### src/rtl/branch_pkg.sv
// Shared types for the branch condition unit: branch kinds, condition codes and the flag word.
package branch_pkg;

   localparam int FLAG_W = 4;

   typedef enum logic [1:0] {
      BK_BCOND = 2'b00,
      BK_CBZ   = 2'b01,
      BK_CBNZ  = 2'b10,
      BK_B     = 2'b11
   } br_kind_e;

   typedef enum logic [3:0] {
      EQ, NE, HS, LO, MI, PL, VS, VC, HI, LS, GE, LT, GT, LE, AL, NV
   } cond_e;

   // Bit order matches the flags_q port: {N, Z, V, C}.
   typedef struct packed {
      logic n;
      logic z;
      logic v;
      logic c;
   } flags_t;

endpackage

### src/rtl/cond_eval.sv
// Combinational B.cond decode: odd codes are the inverse of the even code below them, 111x always taken.
module cond_eval
   import branch_pkg::*;
(
   input  logic [3:0] cond,
   input  logic       n,
   input  logic       z,
   input  logic       v,
   input  logic       c,
   output logic       taken
);

   logic [2:0] base_sel;
   logic       base;

   assign base_sel = cond[3:1];

   // NOTE: every signal written in always_comb gets a value on every path, otherwise a latch is inferred.
   always_comb begin
      base = 1'b0;
      unique case (base_sel)
         3'd0: base = z;
         3'd1: base = c;
         3'd2: base = n;
         3'd3: base = v;
         3'd4: base = c & ~z;
         3'd5: base = (n == v);
         3'd6: base = ~z & (n == v);
         3'd7: base = 1'b1;
      endcase
   end

   assign taken = (base_sel == 3'd7) ? 1'b1 : (base ^ cond[0]);

endmodule

### src/rtl/branch_cond_unit.sv
// Branch resolution with NZVC flag register and statistics counters.
// Build option FLAG_FWD_EN: bypass live ALU flags to a same-cycle B.cond instead of stalling it.
module branch_cond_unit
   import branch_pkg::*;
#(
   parameter int CNT_W = 32
) (
   input  logic              clk,
   input  logic              rst_n,
   input  logic              alu_negative,
   input  logic              alu_zero,
   input  logic              alu_overflow,
   input  logic              alu_carry_out,
   input  logic              flags_we,
   input  logic              br_valid,
   output logic              br_ready,
   input  logic [1:0]        br_kind,
   input  logic [3:0]        br_cond,
   input  logic              flush,
   output logic              res_valid,
   output logic              res_taken,
   output logic [FLAG_W-1:0] flags_q,
   output logic [CNT_W-1:0]  br_cnt,
   output logic [CNT_W-1:0]  taken_cnt
);

   flags_t   live_flags;
   flags_t   flags_r;
   flags_t   eval_flags;
   br_kind_e kind;
   logic     cond_taken;
   logic     taken_next;
   logic     accept;

   assign live_flags = {alu_negative, alu_zero, alu_overflow, alu_carry_out};
   assign kind       = br_kind_e'(br_kind);

`ifdef FLAG_FWD_EN
   assign eval_flags = flags_we ? live_flags : flags_r;
   assign br_ready   = 1'b1;
`else
   // A B.cond racing a flag write waits one cycle and then reads the registered flags.
   assign eval_flags = flags_r;
   assign br_ready   = ~(br_valid && (kind == BK_BCOND) && flags_we);
`endif

   cond_eval u_cond_eval (
      .cond  (br_cond),
      .n     (eval_flags.n),
      .z     (eval_flags.z),
      .v     (eval_flags.v),
      .c     (eval_flags.c),
      .taken (cond_taken)
   );

   always_comb begin
      taken_next = 1'b0;
      unique case (kind)
         BK_BCOND: taken_next = cond_taken;
         BK_CBZ:   taken_next = alu_zero;
         BK_CBNZ:  taken_next = ~alu_zero;
         BK_B:     taken_next = 1'b1;
      endcase
   end

   assign accept = br_valid & br_ready & ~flush;

   // NOTE: sequential state uses non-blocking assignments so every flop samples pre-edge values.
   always_ff @(posedge clk or negedge rst_n) begin
      if (!rst_n) begin
         flags_r <= '0;
      end else if (flags_we) begin
         flags_r <= live_flags;
      end
   end

   // NOTE: only control state and counters are reset; there is no storage array here to clear.
   always_ff @(posedge clk or negedge rst_n) begin
      if (!rst_n) begin
         res_valid <= 1'b0;
         res_taken <= 1'b0;
         br_cnt    <= '0;
         taken_cnt <= '0;
      end else begin
         res_valid <= accept;
         res_taken <= accept & taken_next;
         if (accept) begin
            br_cnt <= br_cnt + 1'b1;
            if (taken_next) taken_cnt <= taken_cnt + 1'b1;
         end
      end
   end

   assign flags_q = flags_r;

endmodule

### config.mk
export PLATFORM = sky130hd
export DESIGN_NAME = branch_cond_unit
export DESIGN_NICKNAME = d
export VERILOG_FILES = /design/src/rtl/branch_pkg.sv /design/src/rtl/cond_eval.sv /design/src/rtl/branch_cond_unit.sv
export SDC_FILE = /design/constraint.sdc
export NUM_CORES = 1
export LEC_CHECK = 0
export ABC_AREA = 1
export CORE_MARGIN = 1
export CORE_UTILIZATION = 50
export CTS_CLUSTER_SIZE = 20
export DETAILED_ROUTE_END_ITERATION = 7
export HOLD_SLACK_MARGIN = 0.12
export PLACE_DENSITY = 0.9
export SKIP_LAST_GASP = 1
export SLEW_MARGIN = 30
export SYNTH_ARGS = -nofsm -noshare
export SYNTH_HDL_FRONTEND = slang
export SYNTH_SLANG_ARGS = --single-unit
### constraint.sdc
create_clock -name clk -period 2.1 [get_ports clk]
set_clock_uncertainty 0.1 [all_clocks]
set_input_delay 0.63 -clock clk [delete_from_list [all_inputs] [get_ports clk]]
set_output_delay 0.63 -clock clk [all_outputs]
set_load 0.01 [all_outputs]
==> results.py, run 1 <==
metrics = {
    "outcome": {
        "status": "completed",
    },
    "worst_setup_path": {
        "critical_path_class": "reg -> out",
        "timing.rr.end": "br_cnt[28]",
        "path_cells": "clkdlybuf4s50_1",
        "crit_family": "buffers and inverters",
        "reg2reg_setup_slack_ns": 0.15,
        "cp_max_fo": 6,
        "crit_buf_inv": 1,
        "crit_arrival_ns": 1.36,
        "cp-end-kind": "output port",
        "cpPeakStageDelay_ns": 0.56,
        "required_ns": 1.37,
        "r2r_cells": 9,
        "rr_startpoint": "br_cnt[0]",
        "start_kind": "register",
        "cpMaxStageDelayCell": "clkdlybuf4s50_1",
    },
    "global_routing": {
        "antenna_found_initial": 0,
        "grt_usage_pct": 27.6,
        "grt_max_degree": 71,
        "overflow": 0,
        "grt_pass1_wl_um": 18000,
        "grt_pass1_vias": 3818,
    },
    "synth": {
        "synth_top_cell_by_area": "dfrtp_1",
        "ys_seq_area_share_pct": 43.7,
        "syn_area_sq_mm": 0.00401,
        "synth_area_leaders": "dfrtp_1, nand2_1, xor2_1",
        "netlist_instances": 498,
        "syn_nets": 515,
        "synth_warnings": 0,
        "synth_top_area_share_pct": 43.7,
        "avgSynthCellArea_sq_um": 8.05,
        "ys_ff_latch": 70,
        "synth_cell_types": 30,
    },
    "pwr": {
        "vdd_ir_drop_max_mv": 0.624,
        "p_per_area_mw_per_mm2": 597,
        "p_leak_nw": 2.87,
    },
    "sta": {
        "finalSetupViolCount": 0,
        "relSlewSlack_pct": 73.5,
        "tns_ns": 0,
        "setup_ws_ns": 0.00936,
        "fmax_mhz": 478,
        "fin_crit_sh_pct": 99.6,
        "fin_crit_ns": 2.09,
        "hold_viol": 0,
        "drv_slew": 0,
        "worstMarginPinSlew_ns": 0.394,
    },
    "placed_design": {
        "io_buffers": 85,
        "gp_congestion": 0.970,
        "hpwl_um": 7590,
        "pre_cts_slack_ns": -0.542,
    },
    "floorplan": {
        "dieArea_sq_mm": 0.00838,
        "die_h_um": 91.5,
        "core_sq_mm": 0.00773,
        "rows": 32,
        "start_util_pct": 51.9,
        "die_w_um": 91.5,
        "boundaryPins": 86,
    },
    "clock_tree": {
        "h-tree-depth": 3,
        "cts.clk_slew.worst_paths_ns": 0.08,
        "cts_tree": "built",
        "clkLatencyLatePin_ns": 0.36,
        "clock-root-buffer": "clkbuf_8",
        "numCtsBuffers": 9,
        "clockBufferDepth": 2,
        "clock-sinks": 70,
    },
    "final_layout": {
        "utilization_pct": 73.2,
        "drive_gt1_share_pct": 20.0,
        "diodes": 0,
        "fin_nets": 658,
        "layout-area-overhead-vs-synth_pct": 41.2,
    },
    "run": {
        "cap_viol_max_count": 0,
    },
    "drt": {
        "drtIter0Drc": 298,
        "wl_per_cell_um": 14.9,
        "num_vias": 3919,
        "viasPerCell": 5.24,
        "postRouteAntennaNets": 0,
        "routed_wl_um": 11200,
        "dr.pass1.iters": 5,
        "post-route-drc-count": 0,
    },
    "worst_hold_path": {
        "hold_path_class": "in -> async",
    },
}
how the worst max path moves through the flow:
stage | endpoint | slack (ns) | startpoint | depth (start not counted)
floorplan | br_cnt[29] | 0.07 | flags_we | 10
global placement | br_ready | -0.42 | br_kind[1] | 4
detailed placement | taken_cnt[0] | -0.54 | br_cond[1] | 15
CTS | taken_cnt[5] | 0.001 | taken_cnt[5] | 1
global route | br_cnt[10] | -0.02 | br_cnt[10] | 1
finish | br_cnt[10] | 0.009 | br_cnt[10] | 1
per-stage QoR:
step | power, mW | instances | hold slack, ns | cell area (sq um)
3_3_place_gp | 2.19 | 697 | 0.383 | 5140
2_1_floorplan | 1.88 | 498 | 0.234 | 4010
4_1_cts | 3.35 | 729 | 0.193 | 5490
3_5_place_dp | 2.23 | 697 | 0.387 | 5140
5_1_grt | 3.52 | 748 | 0.210 | 5660
6_report | 3.38 | 748 | 0.175 | 5660
metal layers:
layer  share of wire [%]  up-vias  track usage, %
li1                    -     1882               -
met1                  41     1876            34.2
met2                  51      138            47.9
met3                 5.0       23            3.85
met4                 2.4        0            12.3
met5                   0        -               0
report_power, final:
group / leakage, nW / switching [mW] / internal [mW]
sequential: 0.893 / 0.121 / 1.45
combinational: 1.87 / 0.345 / 0.351
clock: 0.103 / 0.562 / 0.552
cell families (layout without fill, tap and decap cells):
family | Yosys count | in the layout | share of synthesized area [%]
compound gates | 5 | 5 | 0.624
mux | 2 | 2 | 0.531
buf+inv | 52 | 200 | 5.87
simple gates | 306 | 306 | 35.3
fa+ha+maj | 2 | 2 | 0.624
flops | 70 | 70 | 43.7
xor+xnor | 61 | 61 | 13.3
layout make-up:
class | instances | area (sq um)
Clock inverter | 7 | 75.1
Sequential cell | 70 | 1780
Clock buffer | 9 | 124
Inverter | 37 | 139
Multi-Input combinational cell | 376 | 2050
Timing Repair Buffer | 147 | 1370
Tap cell | 102 | 128
Fill cell | 585 | 2070
synth_stat cells:
master	count
nand2_1	159
dfrtp_1	70
nand3_1	48
nor2_1	44
xor2_1	39
inv_1	35
xnor2_1	22
nor3_1	12
nor4_1	12
nand4_1	11
buf_4	7
buf_2	5
nand3_2	4
o21ai_0	4
nand2_2	3
nor2_2	3
nor3_4	3
clkbuf_1	2
ha_1	2
inv_2	2
nand3b_1	2
a21oi_1	1
buf_6	1
mux2_2	1
mux2i_1	1
nand3_4	1
nand3b_4	1
nor2_4	1
nor4_2	1
or3_1	1
sequential cells by signal (all words and copies together) (netlist names):
signal,flops
br_cnt,32
flags_q,4
res_taken,1
res_valid,1
taken_cnt,32
cell usage in the layout, fill, tap and decap left out, drive strengths merged:
master and instances:
or3 1, clkdlybuf4s15 2, nand3b 3, mux2 1, o21ai 4, xor2 39
bufinv 1, dfrtp 70, nand4 11, nand2 162, a21oi 1, inv 37
xnor2 22, buf 64, dlymetal6s2s 7, clkinv 6, clkbuf 9, mux2i 1
nor3 15, clkdlybuf4s50 67, ha 2, nand3 53, nor4 13, nor2 48
dlygate4sd2 7
repair_timing:
action	4_1_cts	5_1_grt
buffers inserted	16	19
resized for setup	39	14
setup endpoints to repair	74	56
pin swaps	4	0
hold buffers	0	0
(Power assumes the default switching activity.)
==> run 2, diff against run 1 <==
- ABC_CLOCK_PERIOD_IN_PS: unset -> 2100
==> results of run 2 <==
No change in the layout: final DEF, timing and power equal those of run 1.
